==> config.mk <==
export PLATFORM = sky130hd
export DESIGN_NAME = uart_tx_frame
export DESIGN_NICKNAME = d
export VERILOG_FILES = /design/src/rtl/uart_tx_frame.sv
export SDC_FILE = /design/constraint.sdc
export NUM_CORES = 1
export LEC_CHECK = 0
export ABC_CLOCK_PERIOD_IN_PS = 4700
export BUFFER_PORTS_ARGS = -buffer_cell sky130_fd_sc_hd__buf_4
export CORE_UTILIZATION = 55
export DETAILED_ROUTE_END_ITERATION = 12
export GPL_TIMING_DRIVEN = 0
export HOLD_SLACK_MARGIN = 0.05
export PLACE_DENSITY_LB_ADDON = 0.12
export SYNTH_ARGS = -nofsm -noshare
export SYNTH_HDL_FRONTEND = slang
export SYNTH_SLANG_ARGS = --single-unit
==> constraint.sdc <==
create_clock -name clk -period 4.7 [get_ports clk]
set_clock_uncertainty 0.1 [all_clocks]
set_input_delay 0.47 -clock clk [delete_from_list [all_inputs] [get_ports clk]]
set_output_delay 0.47 -clock clk [all_outputs]
set_load 0.02 [all_outputs]
==> src/rtl/uart_tx_frame.sv <==
// Parametrised UART transmitter: configurable data bits, parity and stop bits, valid/ready load.
// Optional line-break generation in IDLE is enabled by defining UART_TX_FRAME_BREAK_EN.
module uart_tx_frame #(
   parameter int CLK_FRE   = 50_000_000,
   parameter int BAUD      = 9600,
   parameter int DATA_BITS = 8,
   parameter int PARITY    = 0,
   parameter int STOP_BITS = 1
) (
   input  logic                 clk,
   input  logic                 rst_n,
   input  logic [DATA_BITS-1:0] data,
   input  logic                 data_valid,
`ifdef UART_TX_FRAME_BREAK_EN
   input  logic                 break_req,
`endif
   output logic                 data_ready,
   output logic                 busy,
   output logic                 tx_done,
   output logic                 tx
);

   localparam int BAUD_CNT_MAX = CLK_FRE / BAUD;
   localparam int CNT_W        = (BAUD_CNT_MAX > 2) ? $clog2(BAUD_CNT_MAX) : 1;

   localparam logic [2:0] S_IDLE  = 3'd0;
   localparam logic [2:0] S_START = 3'd1;
   localparam logic [2:0] S_DATA  = 3'd2;
   localparam logic [2:0] S_PAR   = 3'd3;
   localparam logic [2:0] S_STOP  = 3'd4;

   logic [2:0]           state_q,    state_d;
   logic [CNT_W-1:0]     baud_cnt_q, baud_cnt_d;
   logic [3:0]           bit_cnt_q,  bit_cnt_d;
   logic [DATA_BITS-1:0] shift_q,    shift_d;
   logic                 par_q,      par_d;
   logic                 tx_q,       tx_d;
   logic                 ready_q,    ready_d;
   logic                 busy_q,     busy_d;
   logic                 done_q,     done_d;
   logic                 baud_end;
   logic                 idle_tx;
   logic                 idle_ready;

`ifdef UART_TX_FRAME_BREAK_EN
   logic brk_q;

   // brk_q delays data_ready by one extra edge after a break ends
   always_ff @(posedge clk or negedge rst_n) begin
      if (!rst_n) begin
         brk_q <= 1'b0;
      end else begin
         brk_q <= break_req;
      end
   end

   assign idle_tx    = ~break_req;
   assign idle_ready = ~break_req & ~brk_q;
`else
   assign idle_tx    = 1'b1;
   assign idle_ready = 1'b1;
`endif

   assign baud_end = (baud_cnt_q == CNT_W'(BAUD_CNT_MAX - 1));

   always_comb begin
      state_d    = state_q;
      bit_cnt_d  = bit_cnt_q;
      shift_d    = shift_q;
      par_d      = par_q;
      tx_d       = tx_q;
      ready_d    = ready_q;
      busy_d     = busy_q;
      done_d     = 1'b0;
      baud_cnt_d = '0;
      if (state_q != S_IDLE && !baud_end) begin
         baud_cnt_d = baud_cnt_q + CNT_W'(1);
      end

      case (state_q)
         S_IDLE: begin
            tx_d    = idle_tx;
            ready_d = idle_ready;
            busy_d  = 1'b0;
            if (data_valid && ready_q) begin
               shift_d   = data;
               par_d     = (^data) ^ (PARITY == 1);
               bit_cnt_d = '0;
               state_d   = S_START;
               tx_d      = 1'b0;
               ready_d   = 1'b0;
               busy_d    = 1'b1;
            end
         end
         S_START: begin
            if (baud_end) begin
               state_d = S_DATA;
               tx_d    = shift_q[0];
               shift_d = shift_q >> 1;
            end
         end
         S_DATA: begin
            if (baud_end) begin
               if (bit_cnt_q == 4'(DATA_BITS - 1)) begin
                  bit_cnt_d = '0;
                  if (PARITY != 0) begin
                     state_d = S_PAR;
                     tx_d    = par_q;
                  end else begin
                     state_d = S_STOP;
                     tx_d    = 1'b1;
                  end
               end else begin
                  bit_cnt_d = bit_cnt_q + 4'd1;
                  tx_d      = shift_q[0];
                  shift_d   = shift_q >> 1;
               end
            end
         end
         S_PAR: begin
            if (baud_end) begin
               state_d = S_STOP;
               tx_d    = 1'b1;
            end
         end
         S_STOP: begin
            tx_d = 1'b1;
            if (baud_end) begin
               if (bit_cnt_q == 4'(STOP_BITS - 1)) begin
                  state_d   = S_IDLE;
                  bit_cnt_d = '0;
                  done_d    = 1'b1;
                  busy_d    = 1'b0;
                  ready_d   = 1'b1;
               end else begin
                  bit_cnt_d = bit_cnt_q + 4'd1;
               end
            end
         end
         default: begin
            state_d = S_IDLE;
            tx_d    = 1'b1;
            ready_d = 1'b0;
            busy_d  = 1'b0;
         end
      endcase
   end

   always_ff @(posedge clk or negedge rst_n) begin
      if (!rst_n) begin
         state_q    <= S_IDLE;
         baud_cnt_q <= '0;
         bit_cnt_q  <= '0;
         shift_q    <= '0;
         par_q      <= 1'b0;
         tx_q       <= 1'b1;
         ready_q    <= 1'b0;
         busy_q     <= 1'b0;
         done_q     <= 1'b0;
      end else begin
         state_q    <= state_d;
         baud_cnt_q <= baud_cnt_d;
         bit_cnt_q  <= bit_cnt_d;
         shift_q    <= shift_d;
         par_q      <= par_d;
         tx_q       <= tx_d;
         ready_q    <= ready_d;
         busy_q     <= busy_d;
         done_q     <= done_d;
      end
   end

   assign tx         = tx_q;
   assign data_ready = ready_q;
   assign busy       = busy_q;
   assign tx_done    = done_q;

endmodule
Word-level counts from Yosys, hierarchy flattened
Index checks and enable logic that the tools add are counted.

Register bits after elaboration: 32. Bits in latches: 0. Memories: 0. Output and inout port bits: 4. Bits of input ports: 11. RAM bits: 0. Logic and storage cells: 75. Memory bits (read-only): 0.

Eq/ne operators: 14. Multipliers: 0. Order comparisons: 0. Divide/modulo/power cells: 0. Shifts and indexed selects: 0. Bitwise operators: 1. Reduce and logical (&&, ||, !) cells: 14. $add $sub $neg: 2. Mux-type cells: 36.

Operator list (number): $mux 8 (4); $pmux 8 s3 (1); $mux 3 (7); $mux 4 (5); $ne 2x2->1 const B (8); $pmux 3 s5 (1); $add 13x1->13 const B (1); $eq 13x13->1 const B (1); $mux 1 (13); $mux 13 (1); $pmux 4 s3 (1); $reduce_bool 3->1 (3); $reduce_and 7->1 (1); $eq 3x2->1 const B (2); $pmux 1 s3 (2); $reduce_and 3->1 (2); $reduce_and 5->1 (1); $add 4x1->4 const B (1); $eq 4x3->1 const B (1); $logic_not 4->1 (1); $pmux 1 s4 (1); $reduce_and 4->1 (1); $eq 3x1->1 const B (1); $eq 3x3->1 const B (1); 5 further kinds (6).

Logic depth before layout (Yosys ltp)
Depth after elaboration: 4. Gate-level depth with buffers: 7. Gate-level depth less buffers: 6.

Worst setup path after synthesis
Ideal clock, no wire load.

Path type: reg2reg. Start point: register baud_cnt_q[8]. End point: register shift_q[0]. Path slack: 2.674 ns. Arrival: 1.798 ns. Setup time: 0.127 ns. Stages on the path, launching flop included: 6. Clock period less this slack: 2.026 ns. Path buffers: 1. Required time: 4.473 ns. Path through: dfrtp_1 -> or4b_4 -> nor3_2 -> o211a_1 -> buf_4 -> mux2_1.

Longest elaborated chain between the ends: 3. Elaborated cells between the ends (all ways): 4. Classes of those cells: eq/ne (3); reduce/logical (1).

Ends and longest elaborated chain: from (decl) (RTL line 33) `logic [CNT_W-1:0] baud_cnt_q, baud_cnt_d;`; from (signal assigned) (RTL line 162) `baud_cnt_q <= baud_cnt_d;`; $eq 13x13->1 * (RTL line 64) `assign baud_end = (baud_cnt_q == CNT_W'(BAUD_CNT_MAX - 1));`; $ne 2x2->1 (no source line); $reduce_and 5->1 (no source line) *; to (signal assigned) (RTL line 164) `shift_q <= shift_d;`; to (decl) (RTL line 35) `logic [DATA_BITS-1:0] shift_q, shift_d;`.

Every way passes the cells marked *; elsewhere a longest branch is shown, timed or not. A chain may end at the register's enable or synchronous reset.

Final worst setup path
Start point: register baud_cnt_q[8]. End point: register shift_q[4].

The elaborated chain is that of the path after synthesis.

==> run summary <==
worst setup path class = register to register
buffers inserted during post-CTS setup optimization = 0
top_reg_cell synth = sky130_fd_sc_hd__dfrtp_1
number of storage elements in the synthesis netlist = 32
vias in the first global route = 1370
proportion of layout cells with a drive suffix above 1 = 18.0%
initial cell density of the core = 60.1%
unique cell type count in the Yosys netlist = 47
standard-cell row count = 19
Syn. warnings = 0
cell taking the most area after synthesis = sky130_fd_sc_hd__dfrtp_1
unrepaired setup endpoints after global routing = no
Period minus WS final = 2.25 ns
Area Overhead vs Synth = 12.5%
routed via count = 1336
clock tree from TritonCTS = done
number of enable flip-flop cells after synthesis = 0
clock slew at the register clock pins of the worst setup and hold paths = 0.10 ns
most instantiated cells after synthesis = 31 x sky130_fd_sc_hd__dfrtp_1, 15 x sky130_fd_sc_hd__nand2_1, 13 x sky130_fd_sc_hd__nor2_1
Starting DRT DRC Count = 68
synthesized cell area = 1730 um2
hold slack = 0.291 ns
final weighted congestion in routability-driven placement = 0.821
post-route DRC violation count = 0
die footprint = 3370 um2
number of routed nets with antenna violations = 0
Avg Synthesized Cell Area = 10.1 um2
largest voltage drop on the vdd net = 171 uV
area share of the largest cell type after synthesis = 44.9%
sequential area share after synthesis = 46.4%
Max Root-Sink Buffers = 2
routed length per placed instance = 13.9 um
total clock sinks = 32
Setup crit start kind = register
fraction of the cycle the final worst path needs = 48.0%
Syn Inst Count = 171
highest clock frequency the design can meet = 0.444 GHz
TNS Setup = 0 ns
outcome = finished clean
synthesized net count = 185
NumNets Final = 207
maximum single-stage delay on the critical path = 0.59 ns
largest net degree at the start of global routing = 33
drt pass-1 iters = 4
Slew HR = 44.2%
Final Setup Violations = 0
Clk Latency, worst-skew pair = 0.33 ns
cell leakage power = 0.873 nW
die boundary width = 58.1 um
CP Max Fanout = 8
count of max-cap constraint violations = 0
all-layer global routing usage = 22.7%
required time at the worst-slack endpoint = 4.81 ns
post-CTS sizing = 0
core region area = 2880 um2
total chip power = 0.000437 W
power density normalized to cell area = 225 nW/um2
Bufs and invs on worst path = 1
sort of element at the end of the critical path = register
number of primary I/O pins = 15
main area contributors after synthesis = sky130_fd_sc_hd__dfrtp_1 45%, sky130_fd_sc_hd__mux2_2 5.2%, sky130_fd_sc_hd__mux2_1 4.6%
fin. max-slew vios = 0
number of H-tree levels = 2
Die Height = 58.1 um
Total Routed Length = 3270 um
classification of the worst-slack hold path = input port to register
ys async rst share = 100%
number of antenna violations at the first check in global routing = 0
cell at the slowest stage of the critical path = sky130_fd_sc_hd__or4b_4
Num CTS Buffers = 5
worst slew pin tran = 0.834 ns
hold_buf cts = 1
root buf cell = sky130_fd_sc_hd__clkbuf_4
Critical Path, Cell by Cell = or4b_4, nor3_2, o211a_1, buf_4, mux2_1
cell family with the largest share of critical-path delay = simple AND/OR/NAND/NOR gates
first-pass GRT wire length = 5780 um
number of hold-slack violations in the final timing report = 0
count leader, synth = sky130_fd_sc_hd__dfrtp_1
Via density = 5.66
data arrival time at the worst-slack endpoint = 2.36 ns
count of antenna diodes in the layout = 0
global-route congestion overflow total = 0
half-perimeter wire length of the detailed placement result = 2360 um
number of input and output port buffers inserted = 14
[stage by stage]
| step | setup WS [ns] | instances | cell area [um2] | utilization, % |
|---|---|---|---|---|
| finish | 2.45 | 236 | 1940 | 67.6 |
| global route | 2.32 | 236 | 1940 | 67.6 |
| CTS | 2.44 | 236 | 1940 | 67.6 |
| detailed placement | 2.46 | 227 | 1890 | 65.6 |
| global placement | 2.47 | 227 | 1890 | 65.6 |
| floorplan | 2.67 | 171 | 1730 | - |
[worst register-to-register path, stage by stage, from the launching register on]
cell	delay (ns)
sky130_fd_sc_hd__dfrtp_1	0.46
sky130_fd_sc_hd__or4b_4	0.59
sky130_fd_sc_hd__nor3_2	0.28
sky130_fd_sc_hd__o211a_1	0.21
sky130_fd_sc_hd__buf_4	0.16
sky130_fd_sc_hd__mux2_1	0.35
[metal layers]
layer | routed length [um] | track usage (%) | vias up
met2 | 1610 | 36.6 | 31
met3 | 140 | 4.69 | 5
met1 | 1480 | 29.7 | 634
met4 | 42 | 9.86 | 0
li1 | - | - | 666
met5 | 0 | 0 | -
[kinds of logic (layout without fill, tap and decap cells)]
kind of cell / Yosys count / count (layout) / synth area share [%]
simple gates: 63 / 63 / 19.8
compound gates: 33 / 33 / 12.5
flops: 32 / 32 / 46.4
mux: 17 / 17 / 10.9
buf+inv: 14 / 37 / 3.55
xor+xnor: 9 / 9 / 4.56
fa+ha+maj: 3 / 3 / 2.17
[cells in the final DEF, fill, tap and decap left out, types with 5 or more instances in the layout]
cell and instances:
sky130_fd_sc_hd__xor2_1 5, sky130_fd_sc_hd__dfrtp_1 31, sky130_fd_sc_hd__nand2_1 15, sky130_fd_sc_hd__clkbuf_1 6
sky130_fd_sc_hd__nand3_1 9, sky130_fd_sc_hd__o21ai_0 8, sky130_fd_sc_hd__clkbuf_4 5, sky130_fd_sc_hd__or3_1 5
sky130_fd_sc_hd__inv_1 8, sky130_fd_sc_hd__mux2_1 7, sky130_fd_sc_hd__nor2_1 13, sky130_fd_sc_hd__buf_4 16
sky130_fd_sc_hd__a21oi_1 10, sky130_fd_sc_hd__mux2_2 8
[state kept, by name, indices dropped and copies added, names as in the netlist]
name,count
baud_cnt_q,13
shift_q,8
bit_cnt_q,4
state_q,3
busy,1
data_ready,1
tx,1
tx_done,1
[path summary, 6_finish.rpt]
kind	from	to	slack (ns)	depth (start not counted)
setup / recovery	baud_cnt_q[8]	shift_q[4]	2.45	5
hold / removal	data[7]	shift_q[7]	0.29	3
setup reg to reg	baud_cnt_q[8]	shift_q[4]	2.45	5
hold reg to reg	shift_q[2]	shift_q[2]	0.39	1
max in group asynchronous	rst_n	tx	3.69	2
min in group asynchronous	rst_n	bit_cnt_q[2]	0.50	2
[power breakdown]
group          switching [W]  leakage [nW]  internal [W]
registers                  0         0.387      0.000275
clock network      0.0000898        0.0265     0.0000596
logic             0.00000665         0.459    0.00000589
[final cells by class]
class | count | area (um2)
Buffer | 6 | 31.3
Clock buffer | 8 | 48.8
Fill cell | 232 | 932
Inverter | 8 | 30.0
Multi-Input combinational cell | 125 | 865
Sequential cell | 32 | 802
Tap cell | 42 | 52.6
Timing Repair Buffer | 15 | 115
Power figures use the tool's default switching activity.
